==> config.mk <==
export PLATFORM = sky130hd
export DESIGN_NAME = preg_freelist
export DESIGN_NICKNAME = d
export VERILOG_FILES = /design/src/rtl/preg_freelist.sv
export SDC_FILE = /design/constraint.sdc
export NUM_CORES = 1
export LEC_CHECK = 0
export ABC_AREA = 1
export CAP_MARGIN = 0
export CORE_MARGIN = 2
export CORE_UTILIZATION = 32
export CTS_BUF_LIST = sky130_fd_sc_hd__clkbuf_4 sky130_fd_sc_hd__clkbuf_8 sky130_fd_sc_hd__clkbuf_16
export CTS_CLUSTER_SIZE = 14
export DETAILED_ROUTE_END_ITERATION = 10
export HOLD_SLACK_MARGIN = 0.06
export PLACE_DENSITY = 0.45
export RECOVER_POWER = 50
export SLEW_MARGIN = 20
export SYNTH_ARGS = -nofsm -noshare
export SYNTH_HDL_FRONTEND = slang
export SYNTH_SLANG_ARGS = --single-unit
==> constraint.sdc <==
create_clock -name clock -period 6.7 [get_ports clock]
set_input_delay 1.34 -clock clock [delete_from_list [all_inputs] [get_ports clock]]
set_output_delay 1.34 -clock clock [all_outputs]
set_load 0.02 [all_outputs]
==> src/rtl/preg_freelist.sv <==
`default_nettype none
// ============================================================================
// Module   : preg_freelist
// Purpose  : Physical-register free list for rename; 2 allocs + 2 frees/cycle.
// Revision : 1.0
// ============================================================================
module preg_freelist #(
  parameter  int PREG_COUNT = 64,
  parameter  int ARCH_COUNT = 32,
  localparam int PREG_W     = $clog2(PREG_COUNT),
  localparam int DEPTH      = PREG_COUNT - ARCH_COUNT,
  localparam int PTR_W      = $clog2(DEPTH) + 1
) (
  input  logic              clock,
  input  logic              reset_n,
  input  logic              alloc_req0_i,
  input  logic              alloc_req1_i,
  output logic              alloc_ready_o,
  output logic [PREG_W-1:0] alloc_preg0_o,
  output logic [PREG_W-1:0] alloc_preg1_o,
  output logic              bt_alloc_en0_o,
  output logic              bt_alloc_en1_o,
  output logic [PREG_W-1:0] bt_alloc_addr0_o,
  output logic [PREG_W-1:0] bt_alloc_addr1_o,
  input  logic              free_en0_i,
  input  logic              free_en1_i,
  input  logic [PREG_W-1:0] free_preg0_i,
  input  logic [PREG_W-1:0] free_preg1_i,
  input  logic [1:0]        commit_alloc_cnt_i,
  input  logic              flush_i,
  output logic [PTR_W-1:0]  free_count_o,
  output logic              overflow_err_o
);

  localparam int IDX_W = PTR_W - 1;

  logic [PREG_W-1:0] entries_q [DEPTH];
  logic [PTR_W-1:0]  head_q, head_d;
  logic [PTR_W-1:0]  tail_q, tail_d;
  logic [PTR_W-1:0]  arch_head_q, arch_head_d;
  logic              overflow_q, overflow_d;

  logic [PTR_W-1:0]  free_count;
  logic [PTR_W-1:0]  head_p1;
  logic [PTR_W-1:0]  count_mid;
  logic [PTR_W-1:0]  wr_ptr1;
  logic [1:0]        n_req;
  logic              fire0, fire1;
  logic              accept0, accept1;

  always_comb begin
    free_count    = tail_q - head_q;
    head_p1       = head_q + PTR_W'(1);
    alloc_preg0_o = entries_q[head_q[IDX_W-1:0]];
    alloc_preg1_o = entries_q[head_p1[IDX_W-1:0]];

    // All-or-nothing grant; req1 only counts alongside req0.
    n_req         = {1'b0, alloc_req0_i} + {1'b0, alloc_req0_i & alloc_req1_i};
    alloc_ready_o = !flush_i && (free_count >= PTR_W'(n_req));
    fire0         = alloc_req0_i && alloc_ready_o;
    fire1         = fire0 && alloc_req1_i;

    // Overflow is judged against the pre-edge count, free0 before free1.
    accept0   = free_en0_i && (free_count != PTR_W'(DEPTH));
    count_mid = free_count + PTR_W'(accept0);
    accept1   = free_en1_i && (count_mid != PTR_W'(DEPTH));
    wr_ptr1   = tail_q + PTR_W'(accept0);
    tail_d    = wr_ptr1 + PTR_W'(accept1);

    overflow_d  = overflow_q | (free_en0_i & ~accept0) | (free_en1_i & ~accept1);
    arch_head_d = arch_head_q + PTR_W'(commit_alloc_cnt_i);
    if (flush_i) begin
      head_d = arch_head_q + PTR_W'(commit_alloc_cnt_i);
    end else begin
      head_d = head_q + PTR_W'(fire0) + PTR_W'(fire1);
    end
  end

  assign bt_alloc_en0_o   = fire0;
  assign bt_alloc_en1_o   = fire1;
  assign bt_alloc_addr0_o = alloc_preg0_o;
  assign bt_alloc_addr1_o = alloc_preg1_o;
  assign free_count_o     = free_count;
  assign overflow_err_o   = overflow_q;

  always_ff @(posedge clock or negedge reset_n) begin
    if (!reset_n) begin
      head_q      <= '0;
      arch_head_q <= '0;
      tail_q      <= PTR_W'(DEPTH);
      overflow_q  <= 1'b0;
    end else begin
      head_q      <= head_d;
      arch_head_q <= arch_head_d;
      tail_q      <= tail_d;
      overflow_q  <= overflow_d;
    end
  end

  always_ff @(posedge clock or negedge reset_n) begin
    if (!reset_n) begin
      for (int i = 0; i < DEPTH; i++) begin
        entries_q[i] <= PREG_W'(ARCH_COUNT + i);
      end
    end else begin
      if (accept0) entries_q[tail_q[IDX_W-1:0]]  <= free_preg0_i;
      if (accept1) entries_q[wr_ptr1[IDX_W-1:0]] <= free_preg1_i;
    end
  end

endmodule
`default_nettype wire

Word-level counts from Yosys, hierarchy flattened --
Index checks and enable logic that the tools add are counted.
Storage, ports and cells: bits in registers 211, input bits 21, output and inout port bits 34, logic and storage cells 88
Cells by class: $add $sub $neg 9, $lt $le $gt $ge 7, equality and inequality tests 2, mux-type cells 15, bitwise operators 11, reductions and logical operators 8
Operators by type and width (number):
- bitwise mux 192 bit | 2
- two-way mux 192 bit | 2
- binary-select mux 6 bit (select 5 bit) | 2
- demux 6 bit (select 5 bit) | 2
- two-way mux 6 bit | 7
- adder 6 x 1 -> 6 bit | 5
- >= comparator 6 bit, second input constant | 4
- inverter 5 -> 6 bit | 4
- < comparator 6 x 1 -> 1 bit, second input constant | 2
- inequality test 6 bit, second input constant | 2
- logical AND 1 bit | 7
- adder 6 x 2 -> 6 bit | 1
- >= comparator 6 x 2 -> 1 bit | 1
- subtractor 6 bit | 1
- adder 5 x 1 -> 5 bit, second input constant | 1
- AND 1 bit | 3
- adder 1 x 1 -> 2 bit | 1
- inverter 1 bit | 2
- bitwise OR 1 bit | 2
- zero test 1 bit | 1

Longest topological paths before layout --
Gate-level depths: netlist (run 1).
word-level depth 11, gate-level depth with buffers 29, mapped depth without buffers 26

Least setup slack after synthesis (run 1) --
Ideal clock, no wire load.
path kind register to register, from reg head_q[2], to reg tail_q[4], setup time 79 ps, data arrival time 4173 ps, data required time 6621 ps, slack 2448 ps, stages on the path, launching flop included 26, buffers on the path 4, clock period less this slack 4252 ps, path through dfrtp_1 > buf_2 > inv_1 > clkbuf_1 > ha_1 > nand2_1 > nand2_1 > nand2_1 > nand4_1 > nand2_1 > nand2_1 > nand2_2 > buf_4 > buf_4 > inv_1 > ha_1 > ha_1 > or2_2 > nor2_1 > nand3_1 > nor2_2 > a21boi_0 > ha_1 > ha_1 > nand3_1 > xor2_1
Between the ends: cells in the longest elaborated chain, start to end 7, elaborated cells on any way between the ends 8, classes of those cells add/sub: 4; eq/ne: 2; reduce/logical: 2
Ends and longest elaborated chain:
- start: declaration | RTL line 38 | logic [PTR_W-1:0] head_q, head_d;
- start signal: assignment | RTL line 88 | head_q <= '0;
- start signal: assignment | RTL line 93 | head_q <= head_d;
- subtractor 6 bit * | RTL line 52 | free_count = tail_q - head_q;
- net free_count_o[5] | RTL line 31 | output logic [PTR_W-1:0] free_count_o,
- inequality test 6 bit | RTL line 64 | accept0 = free_en0_i && (free_count != PTR_W'(DEPTH));
- logical AND 1 bit | RTL line 64
- adder 6 x 1 -> 6 bit | RTL line 65 | count_mid = free_count + PTR_W'(accept0);
- inequality test 6 bit | RTL line 66 | accept1 = free_en1_i && (count_mid != PTR_W'(DEPTH));
- logical AND 1 bit | RTL line 66
- adder 6 x 1 -> 6 bit * | RTL line 68 | tail_d = wr_ptr1 + PTR_W'(accept1);
- net tail_d[4] | RTL line 39 | logic [PTR_W-1:0] tail_q, tail_d;
- end signal: assignment | RTL line 90 | tail_q <= PTR_W'(DEPTH);
- end signal: assignment | RTL line 95 | tail_q <= tail_d;
- end: declaration | RTL line 39
Mark *: on every way through the listed nets, which the timed path passes. The rest lies on a longest branch.

Worst setup path in the final report (run 1) --
from reg head_q[0], to out alloc_preg1_o[4]
Between the ends: cells in the longest elaborated chain, start to end 5
Ends and longest elaborated chain:
- adder 5 x 1 -> 5 bit | RTL line 53 | head_p1 = head_q + PTR_W'(1);
- inverter 5 -> 6 bit (implied by the code) | RTL line 55 | alloc_preg1_o = entries_q[head_p1[IDX_W-1:0]];
- binary-select mux 6 bit (select 5 bit) | RTL line 55
- two-way mux 6 bit (implied by the code) (2 in series) | RTL line 55
- end: declaration | RTL line 20 | output logic [PREG_W-1:0] alloc_preg1_o,
Every way passes these cells. The select of a mux whose other input is x is not followed.

==> results of run 1 <==
worst max-delay path, stage by stage, from the launching register on:
cell,delay (ns)
sky130_fd_sc_hd__dfrtp_4,0.88
sky130_fd_sc_hd__ha_2,0.33
sky130_fd_sc_hd__buf_4,0.67
sky130_fd_sc_hd__o21ai_0,0.20
sky130_fd_sc_hd__o211ai_1,0.22
sky130_fd_sc_hd__nand3_1,0.16
sky130_fd_sc_hd__nand2_1,0.13
sky130_fd_sc_hd__nor2_1,0.04
sky130_fd_sc_hd__a31oi_1,0.46
sky130_fd_sc_hd__clkdlybuf4s50_1,0.71
power by group through the flow:
stage                     combinational (mW)  clock [mW]  sequential (mW)
after CTS                               7.26        1.71             2.69
after detailed placement                7.24           0             2.70
final                                   7.32        1.68             2.71
after floorplan                         5.05           0             2.35
after global placement                  7.19           0             2.70
after global routing                    8.06        1.76             2.78
final cells by class:
type	instances	share of cell area, %
multi-input cells	2392	56.5
flip-flops and latches	211	27.0
well taps	765	4.76
clock buffers	48	4.60
repair buffers	87	4.06
inverters	140	2.65
clock inverters	6	0.441
logic make-up after synthesis:
group,after synthesis,synth area share (%)
AND/OR/NAND/NOR,1786,42.7
buffers and inverters,406,9.31
adder cells (fa/ha/maj),20,1.48
AO/OA/AOI/OAI,567,16.0
flip-flops,211,29.3
XOR/XNOR,19,1.08
layout by cell type (no fill, tap or decap), types with 23 or more instances in the layout:
cell type and instances:
sky130_fd_sc_hd__nand3_1 337, sky130_fd_sc_hd__o211ai_1 40, sky130_fd_sc_hd__dfrtp_1 96, sky130_fd_sc_hd__nor2_2 26, sky130_fd_sc_hd__dfstp_2 113, sky130_fd_sc_hd__buf_4 28
sky130_fd_sc_hd__nand2_1 1106, sky130_fd_sc_hd__clkdlybuf4s50_1 39, sky130_fd_sc_hd__nand3_2 23, sky130_fd_sc_hd__clkbuf_16 29, sky130_fd_sc_hd__a21oi_1 121, sky130_fd_sc_hd__nand4_1 202
sky130_fd_sc_hd__inv_1 127, sky130_fd_sc_hd__o21ai_0 387, sky130_fd_sc_hd__nor2_1 77
stage by stage:
stage | hold WS [ns] | setup WS, ns | instance area [um2] | power (mW)
floorplan | 0.444 | 2.45 | 18500 | 7.40
global placement | 0.460 | 1.25 | 19100 | 9.88
detailed placement | 0.460 | 1.14 | 19100 | 9.93
CTS | 0.477 | 0.833 | 20100 | 11.7
global route | 0.498 | 0.389 | 20100 | 12.6
finish | 0.464 | 0.876 | 20100 | 11.7
path summary, 6_finish.rpt:
path / from / end / slack [ns] / depth (start not counted)
hold reg to reg: overflow_err_o / overflow_err_o / 0.46 / 1
setup / recovery: head_q[0] / alloc_preg1_o[4] / 0.88 / 9
max in group asynchronous: reset_n / head_q[0] / 1.32 / 1
setup reg to reg: head_q[0] / entries_q[98] / 1.07 / 22
hold / removal: overflow_err_o / overflow_err_o / 0.46 / 1
min in group asynchronous: reset_n / entries_q[138] / 2.32 / 1
metal layers:
layer	GRT usage [%]	routed length [um]
met1	39.9	38400
met2	42.5	37600
met3	4.17	6080
met4	8.55	2780
met5	0	0
state kept, by name, summed over array words and instances, names as in the netlist:
register and flops:
overflow_err_o 1, head_q 6, tail_q 6, arch_head_q 6, entries_q 192
==> results.sh, run 1 <==
export IMPL_final_period_utilization_pct=86.9
export IMPL_overflow_left_after_global_routing=0
export IMPL_number_of_synthesized_flops_with_an_enable_pin=0
export IMPL_ctsLongestPathBuffers=3
export IMPL_cts_resized_gates=0
export IMPL_synth_top_area_cells="sky130_fd_sc_hd__nand2_1 22%, sky130_fd_sc_hd__dfstp_2 16%, sky130_fd_sc_hd__dfrtp_1 13%"
export IMPL_num_fill_cells=6219
export IMPL_first_global_vias=18800
export IMPL_synth_top_cell_area_share_pct=22.5
export IMPL_num_vias=20700
export IMPL_synth_area_per_cell_um2=6.14
export IMPL_post_synth_top_count_cell="sky130_fd_sc_hd__nand2_1"
export IMPL_rows=88
export IMPL_run_status="finished with violations"
export IMPL_postCtsSetupBuffers=0
export IMPL_antenna_cells=0
export IMPL_grt_pass1_wl_um=127000
export IMPL_postLayoutCoreUtil_pct=35.1
export IMPL_sw_frac_of_total_pct=54.5
export IMPL_portBuffers=54
export IMPL_die_area_um2=59700
export IMPL_clkLatencyLatePin_ns=0.60
export IMPL_synthesis_instances=3009
export IMPL_grt_max_degree=193
export IMPL_clock_fmax_mhz=172
export IMPL_power_sequential_fraction_pct=23.2
export IMPL_wl_per_cell_um=23.3
export IMPL_p_int_mw=5.33
export IMPL_finish_stage_setup_viols=0
export IMPL_rsz0062_at_grt="false"
export IMPL_critPathKind="reg -> out"
export IMPL_finalHoldViolations=0
export IMPL_holdCritPathClass="reg -> reg"
export IMPL_fin_crit_ns=5.82
export IMPL_firstDrtPassIters=7
export IMPL_async_reset_ff_share_pct=100
export IMPL_wirelength_um=84900
export IMPL_postCtsHoldBufs=0
export IMPL_synth_area_leader_cell="sky130_fd_sc_hd__nand2_1"
export IMPL_initial_utilization_pct=32.2
export IMPL_number_of_sinks_handled_by_clock_tree_synthesis=211
export IMPL_critPathRequiredTime_ns=5.36
export IMPL_multi_input_comb_area_um2=11400
export IMPL_clock_power_share_pct=14.4
export IMPL_htree_levels=1
export IMPL_post_dp_hpwl_um=51200
export IMPL_clk_pin_slew_ns=0.05
export IMPL_critical_path_peak_fanout=67
export IMPL_timing_setup_tns_ns=0
export IMPL_numCtsBuffers=29
export IMPL_tightest_slew_ns=4.41
export IMPL_slew_violations=69
export IMPL_placed_cells_incl_taps=3595
export IMPL_pwr_density_cell_nw_per_um2=582
export IMPL_synth_sequential_area_ratio_pct=29.3
export IMPL_postSynth_topFlopCell="sky130_fd_sc_hd__dfstp_2"
export IMPL_antenna_found_initial=0
export IMPL_detail_route_vias_per_cell=5.68
export IMPL_net_switching_power_mw=6.38
export IMPL_ios=55
export IMPL_synth_top_cells_by_count="1107 x sky130_fd_sc_hd__nand2_1, 387 x sky130_fd_sc_hd__o21ai_0, 337 x sky130_fd_sc_hd__nand3_1"
export IMPL_power_frac_comb_pct=62.5
export IMPL_route_detailed_drc=0
export IMPL_startpoint_type="flop"
export IMPL_area_delta_synth_final_pct=8.92
export IMPL_drive_above_1_share_pct=9.85
export IMPL_sequential_cell_area_um2=5430
export IMPL_yosys_register_bits=211
export IMPL_fin_nets=2902
export IMPL_fin_cells=3649
export IMPL_chipWidth_um=244
export IMPL_leakage_power_figure_nw=9.08
export IMPL_timing_max_slew_rel_slack_pct=-194
export IMPL_place_congestion=0.900
export IMPL_cp_arrival_ns=4.48
export IMPL_vdd_ir_drop_worst_mv=0.347
export IMPL_cts_root_buf="sky130_fd_sc_hd__clkbuf_16"
export IMPL_cts_tree="done"
export IMPL_syn_cell_area_um2=18500
export IMPL_violations="max-capacitance violations, max-slew violations"
export IMPL_drv_cap=1
export IMPL_drt_antenna_violating_nets=0
export IMPL_gr_usage_all_layers_pct=27.7
export IMPL_core_area_um2=57400
export IMPL_drt_first_iter_violations=2187
export IMPL_die_h_um=244
export IMPL_post_synth_num_cell_types=34
export IMPL_worstSetupEndpointType="output port"
export IMPL_fin_clk_skew_ns=0.0121
export IMPL_synthesis_yosys_warnings=0
export IMPL_synthesis_nets=3050
(Power assumes the default switching activity.)
==> inputs of run 2 (changes only) <==
Settings changed: CTS_CLUSTER_SIZE 14 to 30.
==> results.sh, run 2 (synthesis results as in run 1) <==
export IMPL_drv_cap=1
export IMPL_chipWidth_um=244
export IMPL_r2r_end="entries_q[98]"
export IMPL_pwr_density_cell_nw_per_um2=582
export IMPL_post_dp_cell_area_um2=19100
export IMPL_cts_resized_gates=0
export IMPL_fin_cells=3649
export IMPL_fin_nets=2902
export IMPL_drive_above_1_share_pct=9.85
export IMPL_cts_root_buf="sky130_fd_sc_hd__clkbuf_16"
export IMPL_drt_antenna_violating_nets=0
export IMPL_layout_setup_ws_ns=0.847
export IMPL_vdd_ir_drop_worst_mv=0.353
export IMPL_antenna_cells=0
export IMPL_num_fill_cells=6223
export IMPL_num_vias=20700
export IMPL_area_delta_synth_final_pct=8.75
export IMPL_critPathKind="reg -> out"
export IMPL_multi_input_comb_area_um2=11400
export IMPL_timing_critical_path_to="alloc_preg1_o[4]"
export IMPL_grt_pass1_wl_um=127000
export IMPL_grt_max_degree=193
export IMPL_run_status="finished with violations"
export IMPL_die_h_um=244
export IMPL_critPathRequiredTime_ns=5.36
export IMPL_timing_max_slew_rel_slack_pct=-193
export IMPL_postCtsHoldBufs=0
export IMPL_drt_first_iter_violations=2180
export IMPL_startpoint="head_q[0]"
export IMPL_wirelength_um=84700
export IMPL_critical_path_peak_fanout=67
export IMPL_startpoint_type="flop"
export IMPL_timing_rr_start="head_q[0]"
export IMPL_holdCritPathClass="reg -> reg"
export IMPL_worstSetupEndpointType="output port"
export IMPL_final_common_cell="sky130_fd_sc_hd__nand2_1"
export IMPL_slew_violations=69
export IMPL_ios=55
export IMPL_clock_fmax_mhz=171
export IMPL_pre_cts_setup_slack_ns=1.14
export IMPL_placed_cells_incl_taps=3595
export IMPL_wl_per_cell_um=23.2
export IMPL_core_area_um2=57400
export IMPL_leakage_power_figure_nw=9.08
export IMPL_numCtsBuffers=29
export IMPL_rrSetupSlack_ns=1.07
export IMPL_violations="max-capacitance violations, max-slew violations"
export IMPL_portBuffers=54
export IMPL_overflow_left_after_global_routing=0
export IMPL_antenna_found_initial=0
export IMPL_finish_stage_setup_viols=0
export IMPL_fin_crit_ns=5.85
export IMPL_cp_arrival_ns=4.51
export IMPL_tightest_slew_ns=4.40
export IMPL_rows=88
export IMPL_largest_register_ffs=192
export IMPL_timing_setup_tns_ns=0
export IMPL_clk_pin_slew_ns=0.06
export IMPL_die_area_um2=59700
export IMPL_ctsLongestPathBuffers=3
export IMPL_final_period_utilization_pct=87.4
export IMPL_registers_top_by_ff_count="entries_q"
export IMPL_gr_usage_all_layers_pct=27.7
export IMPL_clkLatencyLatePin_ns=0.60
export IMPL_route_detailed_drc=0
export IMPL_fin_clk_skew_ns=0.0117
export IMPL_cts_tree="done"
export IMPL_detail_route_vias_per_cell=5.68
export IMPL_htree_levels=1
export IMPL_post_dp_hpwl_um=51200
export IMPL_worst_reg2reg_path_length_in_cells=22
export IMPL_rsz0062_at_grt="false"
export IMPL_sequential_cell_area_um2=5430
export IMPL_firstDrtPassIters=6
export IMPL_initial_utilization_pct=32.2
export IMPL_first_global_vias=18800
export IMPL_layout_common_cells="1106 x sky130_fd_sc_hd__nand2_1, 387 x sky130_fd_sc_hd__o21ai_0, 337 x sky130_fd_sc_hd__nand3_1"
export IMPL_finalHoldViolations=0
export IMPL_postCtsSetupBuffers=0
export IMPL_number_of_sinks_handled_by_clock_tree_synthesis=211
export IMPL_fin_total_pwr_mw=11.7
export IMPL_place_congestion=0.900
export IMPL_design_area_um2=20100
[run 2: area by class of cell]
class | instances | share of cell area, %
clock buffers | 50 | 4.52
clock inverters | 4 | 0.367
inverters | 140 | 2.65
multi-input cells | 2392 | 56.6
flip-flops and latches | 211 | 27.0
well taps | 765 | 4.76
repair buffers | 87 | 4.07
[run 2: layer usage]
metal	wire length (um)	global-route usage, %	up-vias
met2	37600	42.6	908
li1	-	-	9808
met5	0	0	-
met1	37900	39.8	9844
met4	2840	8.55	0
met3	6390	4.13	152
[run 2: worst min-delay path by stage]
| stage | start | endpoint | slack, ns | depth (start not counted) |
|---|---|---|---|---|
| after global routing | arch_head_q[5] | arch_head_q[5] | 0.50 | 1 |
| after detailed placement | overflow_err_o | overflow_err_o | 0.46 | 1 |
| after global placement | overflow_err_o | overflow_err_o | 0.46 | 1 |
| after CTS | arch_head_q[5] | arch_head_q[5] | 0.48 | 1 |
| final | overflow_err_o | overflow_err_o | 0.46 | 1 |
| after floorplan | arch_head_q[5] | arch_head_q[5] | 0.44 | 1 |
[run 2: report_power, final]
| part | internal (mW) | switching (mW) | total, mW |
|---|---|---|---|
| clock network | 0.991 | 0.667 | 1.66 |
| registers | 2.01 | 0.702 | 2.71 |
| logic | 2.31 | 5.00 | 7.32 |
| total | 5.31 | 6.37 | 11.7 |
[run 2: worst max-delay path, cell delays in order, from the launching register on]
cell and delay (ns):
sky130_fd_sc_hd__dfrtp_4 0.87, sky130_fd_sc_hd__ha_2 0.32, sky130_fd_sc_hd__buf_4 0.66, sky130_fd_sc_hd__o21ai_0 0.20
sky130_fd_sc_hd__o211ai_1 0.21, sky130_fd_sc_hd__nand3_1 0.15, sky130_fd_sc_hd__nand2_1 0.12, sky130_fd_sc_hd__nor2_1 0.04
sky130_fd_sc_hd__a31oi_1 0.50, sky130_fd_sc_hd__clkdlybuf4s50_1 0.72
[run 2: metrics by stage]
step / hold slack, ns / utilization, %
finish: 0.464 / 35.0
detailed placement: 0.460 / 33.3
global route: 0.498 / 35.0
floorplan: 0.444 / -
global placement: 0.460 / 33.3
CTS: 0.477 / 35.0
==> inputs of run 3 (changes only) <==
Settings changed: SKIP_LAST_GASP set to 1.
==> results of run 3 <==
Final layout, timing and power as in run 2 (identical DEF).
